===== config.mk =====
export PLATFORM = sky130hd
export DESIGN_NAME = fifo_instr_reader
export DESIGN_NICKNAME = d
export VERILOG_FILES = /design/src/rtl/panzer16_pkg.sv /design/src/rtl/fifo_instr_reader.sv
export SDC_FILE = /design/constraint.sdc
export NUM_CORES = 1
export LEC_CHECK = 0
export CAP_MARGIN = 20
export CORE_MARGIN = 3
export CORE_UTILIZATION = 34
export DETAILED_ROUTE_END_ITERATION = 6
export PLACE_DENSITY_LB_ADDON = 0.15
export SYNTH_ARGS = -nofsm -noshare
export SYNTH_HDL_FRONTEND = slang
export SYNTH_SLANG_ARGS = --single-unit

===== constraint.sdc =====
create_clock -name Clk -period 1.8 [get_ports Clk]
set_input_delay 0.18 -clock Clk [delete_from_list [all_inputs] [get_ports Clk]]
set_output_delay 0.18 -clock Clk [all_outputs]
set_load 0.005 [all_outputs]

===== src/rtl/panzer16_pkg.sv =====
// Shared definitions for the panzer16 fetch path: word geometry and the
// prefetch-FIFO reader state encoding.
package panzer16_pkg;

  localparam int DATA_W       = 16;
  localparam int IMM_FLAG_BIT = 15;

  typedef enum logic [1:0] {
    S_FIRST  = 2'd0,
    S_SECOND = 2'd1,
    S_OUT    = 2'd2
  } reader_state_t;

  // A first word with the flag bit set is followed by an immediate word.
  function automatic logic has_imm_flag(input logic [DATA_W-1:0] word);
    return word[IMM_FLAG_BIT];
  endfunction

endpackage


===== src/rtl/fifo_instr_reader.sv =====
// Pops 16-bit words from a first-word-fall-through FIFO and assembles one- or
// two-word instructions for the decoder behind a valid/ready handshake.
module fifo_instr_reader
  import panzer16_pkg::*;
(
  input  logic              Clk,
  input  logic              Rst,
  input  logic [DATA_W-1:0] FifoData,
  input  logic              FifoEmpty,
  output logic              FifoDequeue,
  input  logic              Flush,
  output logic [DATA_W-1:0] InstrWord,
  output logic [DATA_W-1:0] ImmWord,
  output logic              HasImm,
  output logic              InstrValid,
  input  logic              InstrReady,
  output logic [15:0]       InstrCount
);

  reader_state_t     r_state;
  logic [DATA_W-1:0] r_instr_word;
  logic [DATA_W-1:0] r_imm_word;
  logic              r_has_imm;
  logic              r_instr_valid;
  logic [15:0]       r_instr_count;

  logic              w_dequeue;
  logic              w_accept;

  // A held instruction blocks further pops until the decoder takes it.
  assign w_dequeue = Rst && !Flush && !FifoEmpty && ((r_state != S_OUT) || InstrReady);
  assign w_accept  = (r_state == S_OUT) && InstrReady;

  // NOTE: all state below uses non-blocking assignments so every register
  // samples the pre-edge values of its peers, independent of statement order.
  always_ff @(posedge Clk or negedge Rst) begin
    if (!Rst) begin
      r_state       <= S_FIRST;
      r_instr_word  <= '0;
      r_imm_word    <= '0;
      r_has_imm     <= 1'b0;
      r_instr_valid <= 1'b0;
      r_instr_count <= '0;
    end else if (Flush) begin
      r_state       <= S_FIRST;
      r_instr_word  <= '0;
      r_imm_word    <= '0;
      r_has_imm     <= 1'b0;
      r_instr_valid <= 1'b0;
    end else begin
      if (w_accept) begin
        r_instr_count <= r_instr_count + 16'd1;
      end

      case (r_state)
        S_FIRST, S_OUT: begin
          if (w_dequeue) begin
            r_instr_word <= FifoData;
            if (has_imm_flag(FifoData)) begin
              r_state       <= S_SECOND;
              r_instr_valid <= 1'b0;
            end else begin
              r_state       <= S_OUT;
              r_has_imm     <= 1'b0;
              r_imm_word    <= '0;
              r_instr_valid <= 1'b1;
            end
          end else if (w_accept) begin
            r_state       <= S_FIRST;
            r_instr_valid <= 1'b0;
          end
        end

        S_SECOND: begin
          if (w_dequeue) begin
            r_state       <= S_OUT;
            r_imm_word    <= FifoData;
            r_has_imm     <= 1'b1;
            r_instr_valid <= 1'b1;
          end
        end

        default: begin
          r_state       <= S_FIRST;
          r_instr_valid <= 1'b0;
        end
      endcase
    end
  end

  assign FifoDequeue = w_dequeue;
  assign InstrWord   = r_instr_word;
  assign ImmWord     = r_imm_word;
  assign HasImm      = r_has_imm;
  assign InstrValid  = r_instr_valid;
  assign InstrCount  = r_instr_count;

endmodule


==> impl_metrics.ini, run 1 <==
[cts]
cts_root_buffer = clkbuf_8
cts_buffer_depth = 2
cts.clk_slew.worst_paths_ns = 0.09
cts_buffers = 5
numClockSinks = 51
cts_htree_levels = 2
clk_latency_ns = 0.30
cts_tree = built

[sta]
setup_viol = 0
fin_hold_ws_ns = 0.378
hold_viol_final = 0
max_freq_mhz = 621
grt_setup_unrepaired = no
fin_skew_ns = 0.00779
period_needed_ns = 1.61
slew_violations = 0
worst_pin_slew_ns = 0.441
tns_ns = 0
post-route-period-util_pct = 89.5
relSlewSlack_pct = 70.6

[worst_setup_path]
cpPeakStageDelay_ns = 0.48
start_kind = register
critPathRequiredTime_ns = 1.62
crit_arrival_ns = 1.43
critPathCaptureType = output port
crit_chain = nor3b_2 > nor2_4 > dlygate4sd2_1
crit_fanout = 8
criticalPathCategory = reg -> out
cp_slowest_cell = dfrtp_1

[outcome]
status = finished clean

[yosys]
yosysUniqueCellTypes = 36
ys_top_cells_by_area = dfrtp_1 59%, a22o_1 6.1%, nand2b_1 5.2%
synth_commonest_cells = 51 x dfrtp_1, 18 x nand2_1, 18 x nand2b_1, 16 x o21ai_0, 15 x a22o_1
yosysMostFrequentCell = dfrtp_1
syn_inst = 185
syn_avg_cell_area_sq_um = 11.6
ys_ff_latch = 51
synth_seq_area_share_pct = 59.3
synth_fp_nets = 207
ys.flop_type = dfrtp_1
async_reset_ff_share_pct = 100
synth.largest_area_cell = dfrtp_1
yosysWarnings = 0
synthesis.area_sq_um = 2150
yosys.area.top_type_share_pct = 59.3
synth_edf_count = 0

[floorplanning]
num_io_pins = 72
row_count = 28
die_area_sq_um = 7320
start_util_pct = 35.7
die_y_microns = 85.5
core_sq_um = 6030
die_w_microns = 85.5

[power]
p_int_w = 0.00175
p_leak_nw = 1.36
p_total_w = 0.00225
power.switching_w = 0.000499
p_clk_share_pct = 33.8
swShare_pct = 22.2
p_seq_share_pct = 54.2
combPwrFrac_pct = 11.9
ir_worst_vdd_mv = 0.407
p_per_area_nw_per_um2 = 710

[global_route]
antenna_found_initial = 0
grt_max_degree = 35
grt.overflow.total = 0
grt_usage_pct = 15.3
grt_pass1_wl_microns = 8980
grt_pass1_vias = 1842

[final_layout]
nets = 292
instances_no_fill = 345
area_growth_pct = 47.5
diodes = 0
utilization_pct = 52.6
drive_gt1_share_pct = 11.9

[detailed_routing]
drt_wl_total_microns = 5240
vias = 1693
drc = 0
drtPass1Iterations = 4
first_iter_violations = 57
routedWlPerCell_microns = 15.2
postRouteAntennaNets = 0
routed_via_density = 4.91

[worst_hold_path]
holdCritPathClass = in -> reg

[job]
maxCapViolations = 0

[placement]
dp.cells = 336
port_buffers = 71
place_hpwl_microns = 3720
place.gp.congestion = 0.773
critical path, delay by kind of cell (launching register included):
kind	cells	cell delay, ns
flops	1	0.48
buf+inv	1	0.26
simple gates	2	0.39
stage by stage:
step / worst slack, ns / cell area, sq um
floorplan: 0.335 / 2150
global placement: -0.0482 / 3040
detailed placement: -0.0795 / 3040
CTS: 0.184 / 3170
global route: 0.101 / 3170
finish: 0.189 / 3170
final timing paths:
path                                  from  depth (start not counted)  slack [ns]        endpoint
worst max-delay path            r_state[0]                          3        0.19     FifoDequeue
worst min-delay path                   Rst                          4        0.38      InstrValid
worst max register to register  r_state[0]                          4        0.26  InstrCount[12]
worst min register to register      HasImm                          1        0.48          HasImm
max in group asynchronous              Rst                          3        0.91      InstrValid
min in group asynchronous              Rst                          3        0.48    InstrWord[0]
layout by cell type, fill, tap and decap left out, types with 2 or more instances in the layout:
cell and count:
nor3b_2 2, and4_1 2, nand3_1 5, xor2_1 3, inv_1 2, a22o_1 15, nand4_1 6, nand2_1 18
nand2b_1 18, a21oi_1 2, buf_4 11, clkdlybuf4s50_1 69, nor2_1 5, xnor2_1 12, buf_12 3, dfrtp_1 51
o21ai_0 16, clkbuf_8 5, o21ai_1 2
final cells by class:
cell class / instances / area [sq um]
Clock buffer: 6 / 72.6
Clock inverter: 1 / 30.0
Fill cell: 564 / 2850
Inverter: 2 / 7.51
Multi-Input combinational cell: 124 / 835
Sequential cell: 51 / 1280
Tap cell: 75 / 93.8
Timing Repair Buffer: 86 / 857
cells by family (layout without fill, tap and decap cells):
family                   after synthesis  after routing  synth area share (%)
buffers and inverters                 10             95                  2.44
AND/OR/NAND/NOR                       67             67                  17.9
AO/OA/AOI/OAI                         39             39                  12.6
multiplexers                           2              2                 0.989
XOR/XNOR                              15             15                  6.11
flip-flops                            51             51                  59.3
adder cells (fa/ha/maj)                1              1                 0.582
routing by layer:
metal	share of wire [%]	wire length [microns]	up-vias	GRT usage, %
met4	0.76	40	0	3.02
met1	47	2470	825	22.2
li1	-	-	817	-
met3	6.1	318	4	4.23
met5	0	0	-	0
met2	46	2410	47	23.2
flip-flops by register name, summed over array words and instances (netlist names):
register    flops
HasImm          1
InstrValid      1
InstrCount     16
r_state         1
ImmWord        16
InstrWord      16
power groups by stage:
stage	clock network (W)	logic, W	registers [W]
floorplan	0	0.0000739	0.00124
global placement	0	0.000267	0.00124
detailed placement	0	0.000269	0.00124
CTS	0.000798	0.000274	0.00122
global route	0.000837	0.000299	0.00123
finish	0.000762	0.000268	0.00122
repair_timing:
action / CTS / global route
resized for setup: 4 / 0
endpoints found under the hold margin: 51 / 0
endpoints found under the setup margin: 1 / 0
hold buffers: 1 / 0
setup buffers: 1 / 0
Power figures use the tool's default switching activity.
==> run 2: changes to the inputs <==
--- a/config.mk
+++ b/config.mk
@@ -6,7 +6,6 @@
 export NUM_CORES = 1
 export LEC_CHECK = 0
 export CAP_MARGIN = 20
-export CORE_MARGIN = 3
 export CORE_UTILIZATION = 34
 export DETAILED_ROUTE_END_ITERATION = 6
 export PLACE_DENSITY_LB_ADDON = 0.15
==> impl_metrics.ini, run 2 (synthesis gave the netlist of run 1 again) <==
[worst_setup_path]
crit_chain = clkdlybuf4s50_1 > or3b_4 > nor2_2 > dlygate4sd2_1
cp_slowest_cell = or3b_4
crit_arrival_ns = 1.40
critPathRequiredTime_ns = 1.62
cpPeakStageDelay_ns = 0.42
start_kind = primary input
criticalPathCategory = in -> out
critPathCaptureType = output port
crit_fanout = 3

[global_route]
grt_max_degree = 51
grt.overflow.total = 0
grt_pass1_wl_microns = 8270
grt_pass1_vias = 1650
grt_usage_pct = 16.5
antenna_found_initial = 0

[detailed_routing]
drc = 0
routed_via_density = 4.89
routedWlPerCell_microns = 14.6
vias = 1686
postRouteAntennaNets = 0
first_iter_violations = 89
drtPass1Iterations = 4
drt_wl_total_microns = 5050

[cts]
cts_root_buffer = clkbuf_8
cts_htree_levels = 2
cts_tree = built
numClockSinks = 51
cts_buffers = 5
cts.clk_slew.worst_paths_ns = 0.09
cts_buffer_depth = 2
clk_latency_ns = 0.30

[job]
maxCapViolations = 0

[floorplanning]
die_w_microns = 81.5
die_y_microns = 81.5
die_area_sq_um = 6650
row_count = 28
start_util_pct = 35.7
num_io_pins = 72
core_sq_um = 6030

[final_layout]
layout_common_cells = 69 x clkdlybuf4s50_1, 51 x dfrtp_1, 18 x nand2_1, 18 x nand2b_1, 16 x o21ai_0
nets = 291
drive_gt1_share_pct = 12.2
final_common_cell = clkdlybuf4s50_1
area_growth_pct = 46.9
final_cell_area_sq_um = 3160
diodes = 0

[sta]
relSlewSlack_pct = 57.9
period_needed_ns = 1.58
worst_slack_ns = 0.215
fin_skew_ns = 0.00888
worst_pin_slew_ns = 0.631
max_freq_mhz = 631
hold_viol_final = 0
slew_violations = 0
setup_viol = 0
tns_ns = 0
grt_setup_unrepaired = no
post-route-period-util_pct = 88.0

[placement]
place_area_sq_um = 3040
dp_worst_setup_slack_ns = -0.0713
place_hpwl_microns = 3490
place.gp.congestion = 0.847
port_buffers = 71

[power]
p_leak_nw = 1.35
p_per_area_nw_per_um2 = 699
ir_worst_vdd_mv = 0.351
p_total_w = 0.00221

[worst_hold_path]
holdCritPathClass = in -> async

[outcome]
status = finished clean
run 2: critical path, delay by kind of cell:
kind | cells | cell delay [ns]
buf+inv | 2 | 0.66
simple gates | 2 | 0.56
run 2: per-stage QoR:
| step | util (%) | std cells | hold slack, ns |
|---|---|---|---|
| global route | 52.5 | 345 | 0.143 |
| global placement | 50.5 | 336 | 0.00152 |
| floorplan | - | 185 | -0.116 |
| detailed placement | 50.5 | 336 | 0.00578 |
| CTS | 52.5 | 345 | 0.110 |
| finish | 52.5 | 345 | 0.0834 |
run 2: cell type report:
cell class / instances / area [sq um]
Fill cell: 552 / 2870
Sequential cell: 51 / 1280
Timing Repair Buffer: 85 / 850
Multi-Input combinational cell: 124 / 830
Clock buffer: 7 / 96.3
Tap cell: 75 / 93.8
Clock inverter: 1 / 7.51
Inverter: 2 / 7.51
run 2: layer usage:
layer | global-route usage (%) | vias up | part of all wire, %
met4 | 5.00 | 0 | 1.2
met2 | 24.0 | 55 | 44
met3 | 4.22 | 7 | 6.1
met5 | 0 | - | 0
met1 | 24.0 | 811 | 49
li1 | - | 813 | -
run 2: final timing paths:
kind	cells after the start	end	from	slack, ns
max	4	FifoDequeue	Flush	0.22
min	2	ImmWord[12]	Rst	0.08
max reg2reg	4	InstrCount[12]	r_state[0]	0.24
min reg2reg	1	HasImm	HasImm	0.48
max in group asynchronous	2	InstrCount[0]	Rst	1.29
min in group Clk	3	InstrWord[11]	FifoData[11]	0.45
run 2: timing repair:
item                                   4_1_cts  5_1_grt
hold buffers                                 1        0
gates resized for setup                      3        0
endpoints found under the hold margin        1        0
buffers inserted                             0        0
setup endpoints to repair                    1        0
run 2: power by group:
part | switching (W) | internal, W
clock | 0.000369 | 0.000350
combinational | 0.000109 | 0.000159
sequential | 0.0000371 | 0.00118
